**src/rtl/mul_err_sweep_ctrl.sv**
```systemverilog
// Error-characterisation sweep controller for a combinational approximate multiplier.
// Drives operands, waits SETTLE cycles, samples the product and accumulates error statistics.
module mul_err_sweep_ctrl #(
    parameter int W = 8,
    parameter int SETTLE = 2,
    parameter int ACC_W = 32,
    parameter logic [2*W-1:0] LFSR_TAPS = 16'hB400,
    parameter logic [2*W-1:0] LFSR_SEED = 16'hACE1
) (
    input  logic             clk,
    input  logic             rst,
    input  logic             start_i,
    input  logic             abort_i,
    input  logic             mode_i,
    input  logic [ACC_W-1:0] n_samples_i,
    output logic [W-1:0]     op_a_o,
    output logic [W-1:0]     op_b_o,
    input  logic [2*W-1:0]   apprx_i,
    output logic             busy_o,
    output logic             done_o,
    output logic [ACC_W-1:0] sample_count_o,
    output logic [ACC_W-1:0] err_count_o,
    output logic [ACC_W-1:0] sum_ed_o,
    output logic [ACC_W-1:0] sum_abs_ed_o,
    output logic [2*W-1:0]   max_ed_o
);
    localparam int PW = 2 * W;
    localparam int CW = (SETTLE > 0) ? $clog2(SETTLE + 1) : 1;
    localparam logic [CW-1:0] SETTLE_LD = CW'(SETTLE);

    typedef enum logic [1:0] {
        S_IDLE,
        S_SETTLE,
        S_SAMPLE,
        S_DONE
    } state_e;

    localparam state_e S_WAIT = (SETTLE == 0) ? S_SAMPLE : S_SETTLE;

    state_e state_q, state_d;
    logic [W-1:0]     op_a_q, op_a_d, op_b_q, op_b_d;
    logic [PW-1:0]    lfsr_q, lfsr_d;
    logic [CW-1:0]    cnt_q, cnt_d;
    logic             mode_q, mode_d;
    logic [ACC_W-1:0] nsamp_q, nsamp_d;
    logic             busy_q, busy_d, done_q, done_d;
    logic [ACC_W-1:0] scnt_q, scnt_d, err_q, err_d;
    logic [ACC_W-1:0] sed_q, sed_d, sabs_q, sabs_d;
    logic [PW-1:0]    max_q, max_d;

    logic [PW-1:0]    exact, abs_ed, lfsr_nxt;
    logic [PW:0]      ed;
    logic [ACC_W-1:0] ed_sx, cnt_inc;
    logic [ACC_W:0]   abs_sum;
    logic             last;

    assign exact    = {{W{1'b0}}, op_a_q} * {{W{1'b0}}, op_b_q};
    assign ed       = {1'b0, exact} - {1'b0, apprx_i};
    assign abs_ed   = ed[PW] ? PW'(-ed) : ed[PW-1:0];
    assign ed_sx    = ACC_W'($signed(ed));
    assign abs_sum  = {1'b0, sabs_q} + (ACC_W + 1)'(abs_ed);
    assign cnt_inc  = scnt_q + ACC_W'(1);
    assign lfsr_nxt = (lfsr_q >> 1) ^ (lfsr_q[0] ? LFSR_TAPS : '0);
    assign last     = mode_q ? (cnt_inc == nsamp_q) : (&op_a_q & &op_b_q);

    always_comb begin
        state_d = state_q;
        op_a_d  = op_a_q;
        op_b_d  = op_b_q;
        lfsr_d  = lfsr_q;
        cnt_d   = cnt_q;
        mode_d  = mode_q;
        nsamp_d = nsamp_q;
        done_d  = done_q;
        scnt_d  = scnt_q;
        err_d   = err_q;
        sed_d   = sed_q;
        sabs_d  = sabs_q;
        max_d   = max_q;
        // Abort beats both start and the completion of a pending sample.
        if (abort_i) begin
            state_d = S_IDLE;
            done_d  = 1'b0;
        end else begin
            unique case (state_q)
                S_IDLE, S_DONE: begin
                    if (start_i) begin
                        done_d  = 1'b0;
                        scnt_d  = '0;
                        err_d   = '0;
                        sed_d   = '0;
                        sabs_d  = '0;
                        max_d   = '0;
                        mode_d  = mode_i;
                        nsamp_d = n_samples_i;
                        cnt_d   = SETTLE_LD;
                        state_d = S_WAIT;
                        if (mode_i) begin
                            lfsr_d           = LFSR_SEED;
                            {op_a_d, op_b_d} = LFSR_SEED;
                            if (n_samples_i == '0) begin
                                state_d = S_DONE;
                                done_d  = 1'b1;
                            end
                        end else begin
                            op_a_d = '0;
                            op_b_d = '0;
                        end
                    end
                end
                S_SETTLE: begin
                    cnt_d = cnt_q - CW'(1);
                    if (cnt_q <= CW'(1)) begin
                        state_d = S_SAMPLE;
                    end
                end
                S_SAMPLE: begin
                    scnt_d = cnt_inc;
                    err_d  = err_q + ACC_W'(ed != '0);
                    sed_d  = sed_q + ed_sx;
                    sabs_d = abs_sum[ACC_W] ? '1 : abs_sum[ACC_W-1:0];
                    if (abs_ed > max_q) begin
                        max_d = abs_ed;
                    end
                    if (last) begin
                        state_d = S_DONE;
                        done_d  = 1'b1;
                    end else begin
                        cnt_d   = SETTLE_LD;
                        state_d = S_WAIT;
                        if (mode_q) begin
                            lfsr_d           = lfsr_nxt;
                            {op_a_d, op_b_d} = lfsr_nxt;
                        end else begin
                            op_a_d = op_a_q + W'(1);
                            if (&op_a_q) begin
                                op_b_d = op_b_q + W'(1);
                            end
                        end
                    end
                end
                default: state_d = S_IDLE;
            endcase
        end
        busy_d = (state_d == S_SETTLE) || (state_d == S_SAMPLE);
    end

    always_ff @(posedge clk or posedge rst) begin
        if (rst) begin
            state_q <= S_IDLE;
            op_a_q  <= '0;
            op_b_q  <= '0;
            lfsr_q  <= LFSR_SEED;
            cnt_q   <= '0;
            mode_q  <= 1'b0;
            nsamp_q <= '0;
            busy_q  <= 1'b0;
            done_q  <= 1'b0;
            scnt_q  <= '0;
            err_q   <= '0;
            sed_q   <= '0;
            sabs_q  <= '0;
            max_q   <= '0;
        end else begin
            state_q <= state_d;
            op_a_q  <= op_a_d;
            op_b_q  <= op_b_d;
            lfsr_q  <= lfsr_d;
            cnt_q   <= cnt_d;
            mode_q  <= mode_d;
            nsamp_q <= nsamp_d;
            busy_q  <= busy_d;
            done_q  <= done_d;
            scnt_q  <= scnt_d;
            err_q   <= err_d;
            sed_q   <= sed_d;
            sabs_q  <= sabs_d;
            max_q   <= max_d;
        end
    end

    assign op_a_o         = op_a_q;
    assign op_b_o         = op_b_q;
    assign busy_o         = busy_q;
    assign done_o         = done_q;
    assign sample_count_o = scnt_q;
    assign err_count_o    = err_q;
    assign sum_ed_o       = sed_q;
    assign sum_abs_ed_o   = sabs_q;
    assign max_ed_o       = max_q;
endmodule

```
**config.mk**
```make
export PLATFORM = sky130hd
export DESIGN_NAME = mul_err_sweep_ctrl
export DESIGN_NICKNAME = d
export VERILOG_FILES = /design/src/rtl/mul_err_sweep_ctrl.sv
export SDC_FILE = /design/constraint.sdc
export NUM_CORES = 1
export LEC_CHECK = 0
export ABC_AREA = 0
export CORE_ASPECT_RATIO = 0.9
export CORE_MARGIN = 2
export CORE_UTILIZATION = 62
export DETAILED_ROUTE_END_ITERATION = 8
export HOLD_SLACK_MARGIN = 0.12
export PLACE_DENSITY = 0.85
export SETUP_SLACK_MARGIN = 0.3
export SLEW_MARGIN = 20
export SYNTH_ARGS = -nofsm -noshare
export SYNTH_HDL_FRONTEND = slang
export SYNTH_SLANG_ARGS = --single-unit
```
**constraint.sdc**
```tcl
create_clock -name clk -period 18.5 [get_ports clk]
set_clock_uncertainty 0.15 [all_clocks]
set_input_delay 2.775 -clock clk [delete_from_list [all_inputs] [get_ports clk]]
set_output_delay 2.775 -clock clk [all_outputs]
set_load 0.1 [all_outputs]
```
**After elaboration in Yosys (flattened, before gate mapping)**

Index checks and enable logic that the tools add are counted.

- Bits in registers: 215
- Input port bits: 53
- Output and inout bits: 162
- Word-level logic and storage cells: 104

- Add/sub/neg operators: 9
- Multiply operators: 1
- Magnitude comparators: 2
- Equality and inequality tests: 14
- Multiplexer cells: 44
- Bitwise gates (word level): 3
- Reduce and logical (&&, ||, !) cells: 17

Operators by type and width:

| operator | count |
|---|---|
| $pmux W32 S2 | 4 |
| $mux W16 | 8 |
| $mux W8 | 9 |
| $mux W32 | 2 |
| $pmux W16 S2 | 2 |
| $add A32 B16 Y33 | 1 |
| $add A32 B1 Y32 | 1 |
| $add A32 B1 Y32 const B | 1 |
| $add A32 B32 Y32 | 1 |
| $eq A32 B32 Y1 | 1 |
| $logic_not A32 Y1 | 1 |
| $pmux W8 S2 | 2 |
| $reduce_bool A17 Y1 | 1 |
| $sub A16 B16 Y17 | 1 |
| $add A8 B1 Y8 const B | 2 |
| $gt A16 B16 Y1 | 1 |
| $mul A8 B8 Y16 | 1 |
| $mux W2 | 8 |
| $neg A16 Y16 | 1 |
| $reduce_and A8 Y1 | 2 |
| $xor A15 B16 Y16 | 1 |
| $pmux W2 S3 | 2 |
| $reduce_and A3 Y1 | 4 |
| $ne A2 B2 Y1 const B | 5 |
| other kinds (17) | 28 |

**Depth between registers and ports, before layout**

Gate-level depths: netlist of run 1.

- Depth in word-level cells: 8
- Depth in mapped cells: 37
- Depth with buffers taken out: 34

**Worst setup path after synthesis of run 1**

Ideal clock, no wire load.

- Kind: input port to flip-flop
- Start: in apprx_i[8]
- End: reg sabs_q[3] (netlist: sum_abs_ed_o[3])
- Library setup time: 0.083 ns
- Data arrival time: 10.132 ns
- Data required time: 18.267 ns
- Slack: 8.136 ns
- Stages on the path: 28
- Path buffers: 2
- Cell sequence: fa_1 fa_1 fa_1 fa_1 inv_1 ha_1 a21oi_1 o211ai_1 a311o_1 a21o_1 xor2_1 clkinv_1 clkbuf_1 nor2_1 a21oi_1 fa_1 nor2b_1 o21ai_0 a21boi_0 o21ai_0 a21boi_0 o2111ai_1 nand3_1 nand3_1 a211oi_1 clkbuf_1 o21ai_0 o21ai_0

- Cells in the longest elaborated chain, start to end: 6

Ends and longest elaborated chain:

| item | RTL line | RTL |
|---|---|---|
| start: declaration | 18 | `input logic [2*W-1:0] apprx_i,` |
| $sub A16 B16 Y17 * | 58 | `assign ed = {1'b0, exact} - {1'b0, apprx_i};` |
| $neg A16 Y16 | 59 | `assign abs_ed = ed[PW] ? PW'(-ed) : ed[PW-1:0];` |
| $mux W16 * | 59 |  |
| $add A32 B16 Y33 * | 61 | `assign abs_sum = {1'b0, sabs_q} + (ACC_W + 1)'(abs_ed);` |
| $mux W32 * | 121 | `sabs_d = abs_sum[ACC_W] ? '1 : abs_sum[ACC_W-1:0];` |
| $pmux W32 S2 * | 85 | `unique case (state_q)` |
| end signal: assignment | 177 | `sabs_q <= sabs_d;` |
| end: declaration | 48 | `logic [ACC_W-1:0] sed_q, sed_d, sabs_q, sabs_d;` |

Every way passes the cells marked *; elsewhere a longest branch is shown, timed or not.
A chain may end at the register's enable or synchronous reset.

**Worst setup path after layout of run 1**

- Start: in apprx_i[8]
- End: reg sabs_q[29] (netlist: sum_abs_ed_o[29])

Same word-level chain as after synthesis.

==> summary.txt, run 1 <==
R2R setup slack: 8.38 ns
Die X: 177 um
Clock Sinks: 215
Hold Vio Cnt, Final: 0
Hold crit path type: reg2reg
Gr usage total: 0.327
Commonest cells after routing, fill and taps aside: nand2_1 (222), clkdlybuf4s50_1 (214), dfrtp_1 (207)
Beginning of the worst register-to-register path: op_a_o[3]
DR vias: 15200
ANT nets after route: 0
Gr busiest metal: met2
Crit path capture type: flop
Worst-Margin Slew: 1.09 ns
EDFF count, synth: 0
Port buffer count: 214
Share of cells above drive strength 1: 0.0606
Nets: 2264
Synth Warn #: 0
Vias per inst: 6.30
Synthesized net count: 2104
Clk_lat worst skew: 0.53 ns
Setup Fix Bufs, Post-CTS: 0
Setup TNS: 0 ns
Crit path launch type: input port
Clock root buffer: clkbuf_16
FMAX: 84.9 MHz
Worst hold path depth: 1
Unrepaired setup endpoints after global routing: no
Crit-path max FO: 31
First-pass GRT wire length: 75.6 mm
Final wirelength: 46.2 mm
Total congestion overflow: 0
Final Wtd Congestion: 0.948
Arr. time, crit path: 12.06 ns
Drt drc: 0
Hold wc startpoint: cnt_q[0]
Core ar.: 26200 um^2
Die area: 28100 um^2
Met1 GRT Util: 0.460
Path depth of the worst reg2reg path: 29
Layout fillers: 1908
Antenna Cells: 0
Slew Limit Headroom: 0.273
CTS tree: built
Required @ worst endpoint: 18.78 ns
Status: finished clean
Library cells used by synthesis: 81
Area Overhead vs Synth: 18.7%
Worst Hold Endpoint: cnt_q[0]
Fin. max-slew vios: 0
First-pass detailed-route iteration total: 6
WS Path Type: in2reg
FF+latch count, synth: 215
Grt met2 use: 0.516
Setup Viol. Count Final: 0
Fraction of registers with async set/reset: 1.00
Std cell rows: 56
Syn Area/Cell: 8.82 um^2
Post-cts hold buffer count: 0
Main flop type after synthesis: dfrtp_1
Clock transition at path regs: 0.06 ns
Post-Syn Area: 16600 um^2
Total CTS buffers: 24
Ports: 215
CTS Buffer Depth: 3
Resize count post-CTS: 0
GR Layer Usage met3: 0.0630
Starting DRT DRC Count: 1541
Gate Count Post-Synth: 1884
H-tree lvl count: 1
Tcrit/Tclk final: 0.636
Max-cap violations: 0
Vias in the first global route: 14800
Register area share after synthesis: 0.324
Min cycle time layout: 11.77 ns
DR WL/cell: 19.2 um
Die height: 159 um
Dpl hpwl: 33.8 mm
RR Endpoint: sum_abs_ed_o[29]
Initial antenna violation count: 0
Commonest non-fill, non-tap cell in the layout: nand2_1
Initial cell density of the core: 0.634
Largest net degree at the start of global routing: 78
flip-flops by register name (all words and copies together) (netlist names):
name            count
err_count_o        32
nsamp_q            32
sample_count_o     32
sum_abs_ed_o       32
sum_ed_o           32
lfsr_q             16
max_ed_o           16
op_a_o              8
op_b_o              8
cnt_q               2
state_q             2
busy_o              1
done_o              1
mode_q              1
layer usage:
metal  wire, um  part of all wire
met3       4290             0.093
met4       1240             0.027
met1      19500              0.42
met2      21200              0.46
met5          0                 0
cells in the mapped netlist (22+ instances only):
cell type	count	share of area
nand3_1	64	0.019
o21ai_0	127	0.038
a31oi_1	23	0.0087
fa_1	52	0.063
xor2_1	56	0.030
xnor2_1	73	0.038
clkbuf_1	61	0.014
dfrtp_1	207	0.31
inv_1	130	0.029
and2_1	26	0.0098
o31ai_1	25	0.011
a22o_1	22	0.012
nand4_1	25	0.0094
a21o_1	29	0.013
nor3_1	52	0.016
ha_1	115	0.087
nand2_1	224	0.051
nor2_1	111	0.025
mux2_2	38	0.026
and3_1	38	0.014
a21oi_1	87	0.026
layout make-up:
| class | instances | area (um^2) | share of cell area |
|---|---|---|---|
| clock buffer | 34 | 668 | 0.0339 |
| clock inverter | 10 | 144 | 0.00729 |
| inverter | 132 | 503 | 0.0255 |
| multi-input combinational | 1448 | 10400 | 0.526 |
| sequential | 215 | 5390 | 0.273 |
| tap | 348 | 435 | 0.0221 |
| timing repair buffer | 223 | 2210 | 0.112 |
through the flow:
stage	hold slack (ns)	instance area [um^2]	util	cells	setup WS, ns
CTS	0.353	19700	0.753	2410	6.88
global route	0.386	19700	0.753	2410	6.01
finish	0.356	19700	0.753	2410	6.73
floorplan	0.299	16600	-	1884	8.14
detailed placement	0.347	18900	0.722	2366	6.36
global placement	0.317	18900	0.722	2366	6.64
how the worst max path moves through the flow:
| stage | from | to | slack [ns] | cells after the start |
|---|---|---|---|---|
| floorplan | apprx_i[8] | sum_abs_ed_o[3] | 8.14 | 28 |
| global placement | apprx_i[8] | sum_abs_ed_o[22] | 6.64 | 27 |
| detailed placement | apprx_i[8] | sum_abs_ed_o[22] | 6.36 | 27 |
| CTS | apprx_i[8] | sum_abs_ed_o[5] | 6.88 | 27 |
| global route | apprx_i[8] | sum_abs_ed_o[29] | 6.01 | 27 |
| finish | apprx_i[8] | sum_abs_ed_o[29] | 6.73 | 27 |
critical path, cell delays in order:
cell and delay (ns):
clkdlybuf4s50_1 0.44, fa_1 0.51, fa_1 0.51, fa_1 0.51, fa_1 0.54, inv_1 0.04, ha_1 0.32, a21oi_1 0.30
o211ai_1 0.21, a311o_1 0.35, a21o_1 0.19, xor2_1 0.55, clkinv_1 0.96, a21oi_1 0.57, inv_1 0.12, ha_1 0.28
a21o_1 0.18, a21oi_1 0.27, o211ai_1 0.16, a31o_2 0.27, a21oi_1 0.26, o21ai_0 0.22, o41ai_1 0.58, o31ai_1 0.37
nand3_1 0.22, nor3_1 0.07, a211oi_1 0.26
cells by family after synthesis:
kind of cell	count (synthesis)	share of synthesized area
simple gates	652	0.195
compound gates	447	0.176
buf+inv	221	0.0533
flops	215	0.324
fa+ha+maj	168	0.150
xor+xnor	129	0.0680
mux	52	0.0342
Power of run 1 is not shown: default switching activity piles up to over one toggle a cycle in this logic, so the estimate is an artifact.
==> run 2, diff against run 1 <==
--- a/config.mk
+++ b/config.mk
@@ -8,10 +8,10 @@
 export ABC_AREA = 0
 export CORE_ASPECT_RATIO = 0.9
 export CORE_MARGIN = 2
-export CORE_UTILIZATION = 62
+export CORE_UTILIZATION = 52
 export DETAILED_ROUTE_END_ITERATION = 8
 export HOLD_SLACK_MARGIN = 0.12
-export PLACE_DENSITY = 0.85
+export PLACE_DENSITY = 0.76
 export SETUP_SLACK_MARGIN = 0.3
 export SLEW_MARGIN = 20
 export SYNTH_ARGS = -nofsm -noshare
==> constraint.sdc (replaced) <==
create_clock -name clk -period 9.6 [get_ports clk]
set_clock_uncertainty 0.15 [all_clocks]
set_input_delay 1.44 -clock clk [delete_from_list [all_inputs] [get_ports clk]]
set_output_delay 1.44 -clock clk [all_outputs]
set_load 0.1 [all_outputs]
==> run 2 against run 1 <==
Final area up 0.43%. Non-clock buffer count up 7. Via count down 1.4%. Critical path depth up 1. Wire length up 1.6%. Sequential share of layout area down 0.12 points. Worst setup slack worse by 5.9 ns. Die area up 19%. Cell count up 3.2%. Register-to-register slack worse by 7.3 ns. Critical endpoint is now sum_abs_ed_o[22]. Highest routed layer unchanged.
==> summary.txt, run 2 (synthesized netlist as in run 1, its figures left out) <==
Ports: 215 (unchanged)
H-tree lvl count: 1 (unchanged)
Gr usage total: 0.280 (-0.0469)
Required @ worst endpoint: 9.88 ns (-8.90 ns)
Min cycle time layout: 8.77 ns
Crit path capture type: flop
Clk_lat worst skew: 0.53 ns (about the same)
Antenna Cells: 0 (unchanged)
Die area: 33400 um^2 (+19%)
Final wirelength: 46.9 mm (+1.6%)
Status: finished clean
WS Path Type: in2reg
FMAX: 114 MHz
Unrepaired setup endpoints after global routing: no
Worst hold path depth: 2 (+1)
Initial antenna violation count: 0 (unchanged)
Vias per inst: 6.02 (-4.5%)
First-pass GRT wire length: 75.9 mm (+0.36%)
DR vias: 15000 (-1.4%)
Tcrit/Tclk final: 0.913
Worst-Margin Slew: 1.21 ns (+0.124 ns)
Vias in the first global route: 14400 (-2.7%)
Largest net degree at the start of global routing: 145 (+86%)
Arr. time, crit path: 9.05 ns (-3.01 ns)
Crit-path max FO: 8 (-74%)
Clock root buffer: clkbuf_16
Commonest cells after routing, fill and taps aside: nand2_1 (223), clkdlybuf4s50_1 (214), dfrtp_1 (207)
Clock transition at path regs: 0.06 ns (about the same)
Core ar.: 31700 um^2 (+21%)
Fin. max-slew vios: 0 (unchanged)
Total CTS buffers: 25 (+4.2%)
Max-cap violations: 0 (unchanged)
Dpl hpwl: 34.4 mm (+1.9%)
Std cell rows: 62 (+11%)
Slew Limit Headroom: 0.190 (-0.0832)
Die X: 192 um (+9.0%)
Setup Viol. Count Final: 0 (unchanged)
Layout fillers: 2659 (+39%)
Commonest non-fill, non-tap cell in the layout: nand2_1
Clock Sinks: 215 (unchanged)
Hold crit path type: reg2reg
CTS Buffer Depth: 3 (unchanged)
Die height: 174 um (+9.0%)
Design Area, Final: 19800 um^2 (+0.43%)
First-pass detailed-route iteration total: 6 (unchanged)
Path depth of the worst reg2reg path: 30 (+3.4%)
Nets: 2272 (+0.35%)
Drt drc: 0 (unchanged)
Initial cell density of the core: 0.524 (-0.110)
Post-DP Area: 19000 um^2 (+0.69%)
Fin util: 0.625 (-0.128)
Final Wtd Congestion: 0.956 (+0.90%)
Total congestion overflow: 0 (unchanged)
Hold Vio Cnt, Final: 0 (unchanged)
ANT nets after route: 0 (unchanged)
Starting DRT DRC Count: 1274 (-17%)
Crit path launch type: input port
DR WL/cell: 18.9 um (-1.6%)
CTS tree: built
Area Overhead vs Synth: 19.2%
Port buffer count: 214 (unchanged)
Setup TNS: 0 ns (unchanged)
Share of cells above drive strength 1: 0.0637 (+0.00312)
==> run 2: per-stage QoR <==
step	hold WS [ns]	setup slack, ns	instances
floorplan	0.299	0.508	1884
global placement	0.313	0.150	2440
detailed placement	0.322	0.0197	2440
CTS	0.335	0.562	2486
global route	0.352	0.338	2487
finish	0.333	0.833	2487
==> run 2: metal layers <==
layer	share of wire	wire length (um)	up-vias	track usage
met5	0	0	-	0
met4	0.021	967	0	0.0617
met3	0.078	3670	67	0.0401
met2	0.44	20600	617	0.426
met1	0.46	21700	7260	0.424
li1	-	-	7024	-
==> run 2: final cells by class <==
cell class	instances	area (um^2)	area share
Clock inverter	8	50.0	0.00252
Sequential cell	215	5390	0.272
Clock buffer	38	694	0.0350
Timing Repair Buffer	230	2260	0.114
Inverter	132	508	0.0256
Tap cell	416	520	0.0263
Multi-Input combinational cell	1448	10400	0.525
==> run 2: path summary, 6_finish.rpt <==
kind | from | end | slack (ns)
worst max register to register | op_a_o[3] | sum_abs_ed_o[22] | 1.13
max in group asynchronous | rst | nsamp_q[26] | 6.49
min in group asynchronous | rst | err_count_o[24] | 1.32
worst min-delay path | cnt_q[1] | cnt_q[1] | 0.33
worst min register to register | cnt_q[1] | cnt_q[1] | 0.33
worst max-delay path | apprx_i[8] | sum_abs_ed_o[22] | 0.83
==> run 2: repair_timing <==
item,CTS,global route
endpoints found under the setup margin,0,13
hold endpoints to repair,0,0
hold buffers,0,0
resized for setup,0,4
buffers inserted,0,1
==> run 2: worst max-delay path, stage by stage <==
cell and delay [ns]:
clkdlybuf4s50_1 0.46, fa_1 0.52, fa_1 0.51, fa_1 0.51, fa_1 0.55, inv_1 0.04
ha_1 0.33, a21oi_1 0.26, o211ai_1 0.18, a311o_1 0.35, a21o_1 0.19, xor2_1 0.39
buf_4 0.24, nor2_1 0.05, xor2_1 0.18, ha_1 0.35, nor2b_1 0.15, o21ai_0 0.10
a21boi_0 0.24, o21ai_0 0.13, a21boi_0 0.34, o2111ai_1 0.20, nand3_1 0.19, nand3_1 0.22
a211oi_2 0.28, buf_4 0.22, and3b_1 0.19, a211oi_1 0.24
Power of run 2 is left out for the same reason.
